## src/rtl/instr_fetch_unit_if.sv

```systemverilog
// instr_fetch_unit_if: instruction memory request/response bus between fetch unit and memory
interface instr_fetch_unit_if;
  logic        imem_req;
  logic [31:0] imem_addr;
  logic [31:0] imem_rdata;
  logic        imem_valid;
  modport master (output imem_req, imem_addr, input imem_rdata, imem_valid);
  modport slave (input imem_req, imem_addr, output imem_rdata, imem_valid);
endinterface

```

## src/rtl/instr_fetch_unit.sv

```systemverilog
// instr_fetch_unit: single-outstanding-request fetch FSM with one-entry delivery buffer and branch redirect
module instr_fetch_unit #(
  parameter logic [31:0] RESET_PC = 32'h0000_0000,
  parameter int          PC_STEP  = 4
) (
  input  logic                      clk,
  input  logic                      rst,
  input  logic                      br_taken,
  input  logic [31:0]               br_target,
  input  logic                      stall,
  instr_fetch_unit_if.master        imem,
  output logic [31:0]               instr,
  output logic [31:0]               instr_pc,
  output logic                      instr_valid
);
  typedef enum logic [1:0] {IDLE, FETCH, DRAIN, DELIVER} state_t;
  state_t      state;
  logic [31:0] pc, pc_pending, tgt;
  assign tgt = {br_target[31:2], 2'b00};
  // the request address is the pc register itself, so it cannot move while a request is open
  assign imem.imem_addr = pc;
  always_ff @(posedge clk or negedge rst) begin
    if (!rst) begin
      state         <= IDLE;
      pc            <= RESET_PC;
      pc_pending    <= '0;
      imem.imem_req <= 1'b0;
      instr         <= '0;
      instr_pc      <= '0;
      instr_valid   <= 1'b0;
    end else begin
      case (state)
        IDLE: begin
          state         <= FETCH;
          imem.imem_req <= 1'b1;
        end
        FETCH: begin
          if (imem.imem_valid && br_taken) pc <= tgt;
          else if (imem.imem_valid) begin
            instr         <= imem.imem_rdata;
            instr_pc      <= pc;
            instr_valid   <= 1'b1;
            pc            <= pc + 32'(PC_STEP);
            imem.imem_req <= 1'b0;
            state         <= DELIVER;
          end else if (br_taken) begin
            pc_pending <= tgt;
            state      <= DRAIN;
          end
        end
        DRAIN: begin
          // a redirect arriving with the drained response is the latest one and wins
          if (imem.imem_valid) begin
            pc    <= br_taken ? tgt : pc_pending;
            state <= FETCH;
          end else if (br_taken) pc_pending <= tgt;
        end
        DELIVER: begin
          if (br_taken || !stall) begin
            instr_valid   <= 1'b0;
            imem.imem_req <= 1'b1;
            state         <= FETCH;
          end
          if (br_taken) pc <= tgt;
        end
        default: state <= IDLE;
      endcase
    end
  end
endmodule

```

## src/flat_wrapper.sv

```systemverilog
// flat-port wrapper written by rule: the top's interface ports become plain ports
module instr_fetch_unit_flat 
#(
  parameter logic [31:0] RESET_PC = 32'h0000_0000,
  parameter int          PC_STEP  = 4
)
  (clk, rst, br_taken, br_target, stall, instr, instr_pc, instr_valid, imem_imem_req, imem_imem_addr, imem_imem_rdata, imem_imem_valid);
  instr_fetch_unit_if imem_i ();
  input  logic clk;
  input  logic rst;
  input  logic br_taken;
  input  logic [31:0] br_target;
  input  logic stall;
  output logic [31:0] instr;
  output logic [31:0] instr_pc;
  output logic instr_valid;
  output wire logic [$bits(imem_i.imem_req)-1:0] imem_imem_req;
  output wire logic [$bits(imem_i.imem_addr)-1:0] imem_imem_addr;
  input wire logic [$bits(imem_i.imem_rdata)-1:0] imem_imem_rdata;
  input wire logic [$bits(imem_i.imem_valid)-1:0] imem_imem_valid;
  assign imem_imem_req = imem_i.imem_req;
  assign imem_imem_addr = imem_i.imem_addr;
  assign imem_i.imem_rdata = imem_imem_rdata;
  assign imem_i.imem_valid = imem_imem_valid;
  instr_fetch_unit #(.RESET_PC(RESET_PC), .PC_STEP(PC_STEP)) u_core (.clk(clk), .rst(rst), .br_taken(br_taken), .br_target(br_target), .stall(stall), .imem(imem_i), .instr(instr), .instr_pc(instr_pc), .instr_valid(instr_valid));
endmodule
```

## config.mk

```make
export PLATFORM = sky130hd
export DESIGN_NAME = instr_fetch_unit_flat
export DESIGN_NICKNAME = d
export VERILOG_FILES = /design/src/rtl/instr_fetch_unit_if.sv /design/src/rtl/instr_fetch_unit.sv /design/src/flat_wrapper.sv
export SDC_FILE = /design/constraint.sdc
export NUM_CORES = 1
export LEC_CHECK = 0
export ABC_AREA = 0
export BUFFER_PORTS_ARGS = -buffer_cell sky130_fd_sc_hd__buf_2
export CAP_MARGIN = 25
export CELL_PAD_IN_SITES_DETAIL_PLACEMENT = 0
export CELL_PAD_IN_SITES_GLOBAL_PLACEMENT = 2
export CORE_ASPECT_RATIO = 1.4
export CORE_MARGIN = 3
export CORE_UTILIZATION = 30
export CTS_CLUSTER_DIAMETER = 60
export DETAILED_ROUTE_END_ITERATION = 10
export PLACE_DENSITY = 0.68
export SLEW_MARGIN = 10
export SYNTH_ARGS = -nofsm -noshare
export SYNTH_HDL_FRONTEND = slang
export SYNTH_SLANG_ARGS = --single-unit
```

## constraint.sdc

```tcl
create_clock -name clk -period 3.2 [get_ports clk]
set_input_delay 0.32 -clock clk [delete_from_list [all_inputs] [get_ports clk]]
set_output_delay 0.32 -clock clk [all_outputs]
set_load 0.01 [all_outputs]
```

# ---- Word-level counts from Yosys, hierarchy flattened
# Index checks and enable logic that the tools add are counted.
dict set report totals {
  regBits 132
  output_inout_bits 98
}
dict set report classes {
  add_sub_neg 1
  n_eq_ne 10
  muxes 23
  bitwise 1
  reduce_logical 14
}
# op count
set ops {}
lappend ops {{$mux W32} 7}
lappend ops {{$pmux W32 S3} 1}
lappend ops {{$pmux W32 S2} 1}
lappend ops {{$add A32 B3 Y32 const B} 1}
lappend ops {{$reduce_and A4 Y1} 4}
lappend ops {{$mux W2} 5}
lappend ops {{$ne A2 B2 Y1 const B} 4}
lappend ops {{$pmux W2 S4} 1}
lappend ops {{$mux W1} 6}
lappend ops {{$reduce_bool A3 Y1} 2}
lappend ops {{$eq A2 B2 Y1 const B} 2}
lappend ops {{$reduce_bool A2 Y1} 2}
lappend ops {{$ne A3 B2 Y1 const B} 1}
lappend ops {{$ne A3 B3 Y1 const B} 1}
lappend ops {{$pmux W1 S3} 1}
lappend ops {{$reduce_and A3 Y1} 1}
lappend ops {{$eq A2 B1 Y1 const B} 1}
lappend ops {{$logic_not A2 Y1} 1}
lappend ops {{$ne A2 B1 Y1 const B} 1}
lappend ops {{$pmux W1 S2} 1}
lappend ops {{$reduce_and A2 Y1} 1}
lappend ops {{$logic_and A1 B1 Y1} 1}
lappend ops {{$logic_not A1 Y1} 1}
lappend ops {{$logic_or A1 B1 Y1} 1}
lappend ops {{$not A1 Y1} 1}

# ---- Longest topological paths before layout
# Gate-level depths: netlist of run 1.
dict set report logic_depth {
  word_depth 4
  ltp_mapped 10
  depth_no_buf 7
}

# ---- Worst setup path after synthesis of run 1
# No wires, ideal clock.
dict set report synth_path {
  path_type {register -> register}
  from {register u_core.state[0]}
  to {register u_core.pc[16] (netlist: u_core.imem.imem_addr[16])}
  t_arrival_ns 1.954
  slack_ns 1.142
  stages_incl_launch_ff 10
  n_path_buf 2
  period_less_slack_ns 2.058
  path_cell_list {dfrtp_1 inv_1 ha_1 or2_1 buf_6 or4_4 buf_6 a31oi_1 o21ai_1 o311ai_1}
}
dict set report synth_between {
  elab_chain_cells 3
  elab_cells_between_ends 9
  cone_classes {eq/ne (6); mux (1); reduce/logical (2)}
}
# item line_no
set synth_lines {}
lappend synth_lines {{start, declared} instr_fetch_unit.sv:17} ;# state_t state;
lappend synth_lines {{start signal, assigned} instr_fetch_unit.sv:24} ;# state <= IDLE;
lappend synth_lines {{start signal, assigned} instr_fetch_unit.sv:34} ;# state <= FETCH;
lappend synth_lines {{start signal, assigned} instr_fetch_unit.sv:45} ;# state <= DELIVER;
lappend synth_lines {{$eq A2 B1 Y1 or $eq A2 B2 Y1 (tied branches)} instr_fetch_unit.sv:32} ;# case (state)
lappend synth_lines {{$ne A3 B2 Y1 (no line), or another cell as far along} n/a}
lappend synth_lines {{$reduce_and A4 Y1 (no line)} n/a}
lappend synth_lines {{end signal, assigned} instr_fetch_unit.sv:38} ;# if (imem.imem_valid && br_taken) pc <= tgt;
lappend synth_lines {{end signal, assigned} instr_fetch_unit.sv:43} ;# pc <= pc + 32'(PC_STEP);
lappend synth_lines {{end signal, assigned} instr_fetch_unit.sv:54} ;# pc <= br_taken ? tgt : pc_pending;
lappend synth_lines {{end, declared} instr_fetch_unit.sv:18} ;# logic [31:0] pc, pc_pending, tgt;
# Several ways; a longest one is shown, not always the timed one.
# A chain may end at the register's enable or synchronous reset.

# ---- Worst setup path after layout of run 1
dict set report layout_path {
  from {register u_core.state[0]}
  to {register u_core.pc[30] (netlist: u_core.imem.imem_addr[30])}
}
# Same word-level chain as after synthesis.

==> results of run 1 <==
[synthesized netlist by cell type (all sizes together), types with 8 or more instances]
library cell | instances | area share
a22oi | 16 | 0.018
and3 | 8 | 0.0075
a221o | 8 | 0.012
buf | 28 | 0.026
a221oi | 17 | 0.023
xnor2 | 11 | 0.014
o21ai | 49 | 0.037
mux2 | 111 | 0.19
nor3 | 13 | 0.0097
mux2i | 9 | 0.013
a21oi | 17 | 0.013
nor2 | 28 | 0.016
nand4 | 11 | 0.012
nand2 | 27 | 0.015
clkbuf | 13 | 0.0073
inv | 8 | 0.0045
dfrtp | 132 | 0.49
nand3 | 15 | 0.011
[per-stage QoR]
stage | cell area, sq um | cells | power (mW) | setup slack, ps
after global placement | 7821 | 1023 | 6.763 | 680.8
after floorplan | 6709 | 588 | 5.491 | 1142
after detailed placement | 7821 | 1023 | 6.869 | 635.8
after global routing | 8514 | 1056 | 9.662 | 397.0
final | 8514 | 1056 | 9.043 | 613.3
after CTS | 8514 | 1056 | 9.161 | 618.5
[worst min-delay path by stage]
stage | start | to
floorplan | rst | u_core.imem.imem_addr[0]
global placement | rst | u_core.pc_pending[30]
detailed placement | rst | u_core.pc_pending[30]
CTS | imem_imem_rdata[11] | u_core.instr[11]
global route | imem_imem_rdata[10] | u_core.instr[10]
finish | imem_imem_rdata[11] | u_core.instr[11]
[logic make-up after synthesis]
family | count (synthesis) | synth area share
compound gates | 140 | 0.1419
flops | 132 | 0.4924
simple gates | 126 | 0.09866
fa+ha+maj | 5 | 0.009325
buf+inv | 50 | 0.03842
mux | 120 | 0.1997
xor+xnor | 15 | 0.01958
[cell type report]
type | instances | area share
inverter | 9 | 0.003968
multi-input combinational | 406 | 0.3697
clock buffer | 21 | 0.05408
sequential | 132 | 0.3880
clock inverter | 11 | 0.02616
tap | 297 | 0.04364
timing repair buffer | 180 | 0.1145
[power by group through the flow]
stage / registers [mW] / logic (mW) / clock network (mW)
final: 3.14 / 3.65 / 2.25
after global routing: 3.26 / 4.02 / 2.38
after CTS: 3.15 / 3.70 / 2.31
after detailed placement: 3.18 / 3.69 / 0
after global placement: 3.13 / 3.64 / 0
after floorplan: 3.28 / 2.21 / 0
[layer usage]
metal | share of wire | vias up
met5 | 0 | -
met4 | 0.021 | 0
met3 | 0.052 | 32
met2 | 0.49 | 197
met1 | 0.44 | 2617
li1 | - | 2517
[registers in the layout, summed over array words and instances, names as in the netlist]
signal and flops:
u_core.instr_valid 1, u_core.pc_pending 32, u_core.imem.imem_addr 32, u_core.imem.imem_req 1, u_core.state 2, u_core.instr 32, u_core.instr_pc 32
==> run_results.csv, run 1 <==
group,metric,value,unit
timing,setup-tns-final,0,ps
critical_path,worst_ep_required,3540,ps
power_and_ir_drop,switching_power,3.321,mW
grt,grt_overflow,0,
grt,grtUsageMet2,0.2613,
layout,final_common_cell,"sky130_fd_sc_hd__buf_2",
timing,worstMarginPinSlew,679.1,ps
clock_tree,cts_root_buf,"sky130_fd_sc_hd__clkbuf_16",
clock_tree,post_cts_hold_buffer_count,1,
critical_path,worst_path_dominant_cell_family,"simple AND/OR/NAND/NOR gates",
grt,groute.usage.overall,0.1588,
logic_synthesis,synth_enable_flop_cells,0,
logic_synthesis,part_of_the_yosys_area_used_for_sequential_elements,0.4924,
grt,grt_use_met3,0.03046,
routing,antenna_left,0,
logic_synthesis,synth_fp_nets,662,
grt,global_route.peak_usage_layer,"met2",
critical_path,timing.critical_path.cells,"inv_1 -> ha_1 -> o21ba_1 -> or3_4 -> nor2_2 -> o21ai_0 -> o21ai_1",
grt,antenna_violations_before_repair,0,
critical_path,cp-startpoint,"u_core.state[0]",
critical_path,critical-path-max-stage-delay,610,ps
layout,nNetsFinal,820,
logic_synthesis,postSynth.asyncResetShare,1.000,
floorplanning,dieHeight,182.9,um
timing,timing.hold.ws,136.1,ps
logic_synthesis,yosys_warnings,0,
min_path,min_delay_path_class,"primary input to flop",
critical_path,endpoint,"u_core.imem.imem_addr[30]",
layout,ff_latch_area,3303,sq um
placement,place.detailed.hpwl,13.79,mm
critical_path,worstReg2RegEnd,"u_core.imem.imem_addr[30]",
placement,io_buffer_count,164,
critical_path,startpoint_type,"flop",
power_and_ir_drop,share_seq_of_total_power,0.347,
status,outcome,"finished clean",
layout,utilization,0.3881,
power_and_ir_drop,p_comb_frac,0.404,
critical_path,reg2reg_slack,610,ps
timing,unrepaired_setup_endpoints_after_global_routing,"no",
min_path,timing.hold.worst_path_depth,2,
layout,area_growth_syn_to_layout,26.91,%
routing,drt_iter0_markers,299,
power_and_ir_drop,static-leakage-power,3.806,nW
grt,grt_util_met1,0.2080,
power_and_ir_drop,power_per_cell_area,1062,nW/um^2
critical_path,timing.setup.critical_path_class,"flop to flop",
layout,drive_above_1_share,0.4282,
clock_tree,clk_pin_slew,60,ps
clock_tree,buffer_depth_of_the_longest_clock_path,2,
logic_synthesis,syn-cell-area,6709,sq um
routing,wl_per_cell,18.06,um
logic_synthesis,postSynthRegisterBits,132,
grt,grt_start_max_net_pins,69,
timing,fin_crit,2587,ps
critical_path,worstRegToRegCells,7,
timing,worst_clk_skew,12.44,ps
routing,drt-pass1-iter-count,5,
timing,maxSlewViolCount,0,
power_and_ir_drop,power_frac_clock,0.249,
layout,fillers,2214,
floorplanning,row_count,64,
timing,max_clock_freq,0.3866,GHz
routing,route.final.wire_length,19.07,mm
timing,slew_headroom,0.5355,
critical_path,cp.arrival,2920,ps
clock_tree,tritoncts,"built",
clock_tree,level_count_of_the_clock_h_tree,4,
timing,setup_viol,0,
power_and_ir_drop,max-vdd-ir-drop,391.8,uV
clock_tree,count_of_instances_resized_after_the_clock_tree_is_built,0,
critical_path,critPathBufInv,1,
clock_tree,post-cts-setup-buffer-count,0,
floorplanning,die_w,132.4,um
clock_tree,worstSkewPairLatency,420,ps
timing,hold_viol_final,0,
placement,gpl.final_weighted_congestion,0.8104,
layout,antenna-diode-count,0,
grt,first_pass_grt_wire_length,30.75,mm
critical_path,worstReg2RegStart,"u_core.state[0]",
floorplanning,core-area,21940,sq um
critical_path,stages_on_worst_setup_path,7,
clock_tree,clkSinkCount,132,
critical_path,endpoint_kind,"flop",
layout,layout.cells.most_common_list,"sky130_fd_sc_hd__buf_2 (163), sky130_fd_sc_hd__dfrtp_1 (132), sky130_fd_sc_hd__mux2_2 (110)",
flow_run,max_cap_viol_count,0,
power_and_ir_drop,p_int,5.722,mW
grt,first_global_vias,5520,
routing,vias,5363,
logic_synthesis,ys_dominant_reg_cell,"sky130_fd_sc_hd__dfrtp_1",
power_and_ir_drop,power_switching_share,0.3672,
critical_path,worst_path_max_delay_cell,"sky130_fd_sc_hd__or3_4",
layout,multi_input_area,3148,sq um
clock_tree,cts_inserted_buffers,17,
logic_synthesis,synth.lib_cells_used.distinct,58,
logic_synthesis,synth.avg_cell_area,11.41,sq um
logic_synthesis,synthesis.instances,588,
floorplanning,io_pins,167,
routing,via_per_inst,5.079,
floorplanning,initial_utilization,0.3058,
critical_path,cp_max_fo,49,
timing,min_period_over_period,0.8083,
routing,drc_violations_left,0,
floorplanning,fp.dieArea,24220,sq um
(Power assumes the default switching activity.)
==> inputs of run 2 (changes only) <==
==> constraint.sdc (replaced) <==
create_clock -name clk -period 2.7 [get_ports clk]
set_input_delay 0.27 -clock clk [delete_from_list [all_inputs] [get_ports clk]]
set_output_delay 0.27 -clock clk [all_outputs]
set_load 0.01 [all_outputs]
==> run 2 against run 1 <==
Final cell count up 0.95%. Clock skew down 2.1 ps. Flip-flop and latch count unchanged. Sequential power up 18%. Total power up 15%. Global-route usage about the same. Critical path depth unchanged. Wire length about the same. Clock power up 2%. Register-to-register slack worse by 250 ps. Via count up 0.37%. Combinational power up 22%.
==> run_results.csv, run 2 (same netlist as run 1, synthesis figures left out) <==
group,metric,value,unit
flow_run,max_cap_viol_count,0,
placement,place.detailed.hpwl,13.99,mm
placement,io_buffer_count,164,
clock_tree,cts_root_buf,"sky130_fd_sc_hd__clkbuf_16",
critical_path,worstReg2RegStart,"u_core.state[1]",
power_and_ir_drop,max-vdd-ir-drop,475.6,uV
timing,unrepaired_setup_endpoints_after_global_routing,"no",
timing,setup-tns-final,0,ps
routing,drc_violations_left,0,
power_and_ir_drop,power_frac_clock,0.221,
routing,drt_met1_wl,8.376,mm
power_and_ir_drop,switching_power,3.948,mW
min_path,hold_path_startpoint,"imem_imem_rdata[7]",
floorplanning,die_w,132.4,um
routing,route.final.wire_length,19.06,mm
power_and_ir_drop,p_int,6.487,mW
routing,routed_wl_met3,938,um
routing,vias,5383,
timing,worstMarginPinSlew,638.6,ps
floorplanning,io_pins,167,
floorplanning,fp.dieArea,24220,sq um
critical_path,cp.arrival,2610,ps
timing,fin_crit,2338,ps
critical_path,cp-startpoint,"u_core.state[1]",
critical_path,timing.setup.critical_path_class,"flop to flop",
layout,fillers,2219,
critical_path,endpoint_kind,"flop",
routing,drt-pass1-iter-count,5,
grt,groute.usage.overall,0.1585,
power_and_ir_drop,power_switching_share,0.3783,
layout,antenna-diode-count,0,
timing,min_period_over_period,0.8658,
layout,area_growth_syn_to_layout,26.73,%
layout,layout.cells.most_common_list,"sky130_fd_sc_hd__buf_2 (163), sky130_fd_sc_hd__dfrtp_1 (132), sky130_fd_sc_hd__mux2_2 (110)",
clock_tree,tritoncts,"built",
placement,gpl.final_weighted_congestion,0.7922,
floorplanning,initial_utilization,0.3058,
floorplanning,core-area,21940,sq um
grt,grt_start_max_net_pins,69,
routing,wl_per_cell,17.88,um
routing,antenna_left,0,
min_path,min_delay_path_class,"primary input to flop",
power_and_ir_drop,share_seq_of_total_power,0.353,
routing,drt_iter0_markers,326,
clock_tree,clkSinkCount,132,
clock_tree,cts_inserted_buffers,17,
power_and_ir_drop,p_comb_frac,0.426,
layout,final_common_cell,"sky130_fd_sc_hd__buf_2",
routing,via_per_inst,5.050,
grt,first_pass_grt_wire_length,30.35,mm
timing,worst_clk_skew,10.35,ps
timing,timing.hold.ws,86.76,ps
floorplanning,row_count,64,
clock_tree,buffer_depth_of_the_longest_clock_path,2,
grt,antenna_violations_before_repair,0,
timing,setup_viol,0,
layout,nNetsFinal,830,
status,outcome,"finished clean",
timing,hold_viol_final,0,
clock_tree,count_of_instances_resized_after_the_clock_tree_is_built,0,
clock_tree,clk_pin_slew,60,ps
timing,slew_headroom,0.5698,
clock_tree,post-cts-setup-buffer-count,0,
routing,met2WireLength,9.233,mm
grt,grt_overflow,0,
clock_tree,level_count_of_the_clock_h_tree,4,
critical_path,worst_ep_required,2970,ps
power_and_ir_drop,power_per_cell_area,1227,nW/um^2
routing,maxUsedRoutingLayer,"met4",
layout,drive_above_1_share,0.4382,
critical_path,cp_max_fo,20,
clock_tree,post_cts_hold_buffer_count,1,
grt,first_global_vias,5354,
power_and_ir_drop,static-leakage-power,3.814,nW
timing,max_clock_freq,0.4278,GHz
critical_path,startpoint_type,"flop",
clock_tree,worstSkewPairLatency,410,ps
timing,maxSlewViolCount,0,
floorplanning,dieHeight,182.9,um
[run 2: changes by cell type in the layout (fill, tap and decap cells not counted), sizes merged]
cell      before  now
clkbuf        21   20
buf          179  189
bufinv         6    2
clkinvlp       1    3
clkinv         4    7
[run 2: final cells by class]
class,count,area (sq um),area share
Clock buffer,20,466.7,0.05489
Clock inverter,12,128.9,0.01516
Inverter,9,33.78,0.003974
Multi-Input combinational cell,406,3148,0.3703
Sequential cell,132,3303,0.3885
Tap cell,297,371.6,0.04371
Timing Repair Buffer,190,1050,0.1235
[run 2: power groups by stage]
stage / combinational [mW] / clock, mW / sequential (mW)
6_report: 4.45 / 2.30 / 3.69
5_1_grt: 4.88 / 2.47 / 3.84
4_1_cts: 4.50 / 2.38 / 3.70
3_5_place_dp: 4.49 / 0 / 3.73
3_3_place_gp: 4.43 / 0 / 3.66
2_1_floorplan: 2.62 / 0 / 3.89
[run 2: final timing paths]
kind / endpoint / slack (ps) / depth (start not counted)
max: u_core.imem.imem_addr[17] / 360 / 7
min: u_core.instr[7] / 90 / 2
max reg2reg: u_core.imem.imem_addr[17] / 360 / 7
min reg2reg: u_core.instr_pc[24] / 480 / 2
max in group asynchronous: u_core.instr_pc[16] / 1490 / 3
min in group asynchronous: u_core.pc_pending[23] / 420 / 2
[run 2: routing by layer]
metal | up-vias | global-route usage
met5 | - | 0
met4 | 0 | 0.07155
met3 | 23 | 0.03074
met2 | 167 | 0.2582
met1 | 2654 | 0.2051
li1 | 2539 | -
[run 2: worst max-delay path: stages (launching register included)]
cell	delay (ps)
sky130_fd_sc_hd__dfrtp_1	390
sky130_fd_sc_hd__inv_1	80
sky130_fd_sc_hd__ha_1	290
sky130_fd_sc_hd__o21ba_1	240
sky130_fd_sc_hd__or3_4	460
sky130_fd_sc_hd__buf_4	240
sky130_fd_sc_hd__a221oi_1	380
sky130_fd_sc_hd__o21ai_1	110
[run 2: through the flow]
stage	utilization	cell area (sq um)	setup slack, ps	instances	power [mW]
floorplan	-	6709	642.5	588	6.508
global placement	0.3599	7896	452.5	1033	8.090
detailed placement	0.3599	7896	387.4	1033	8.220
CTS	0.3875	8502	366.5	1066	10.59
global route	0.3875	8502	199.2	1066	11.19
finish	0.3875	8502	362.5	1066	10.43
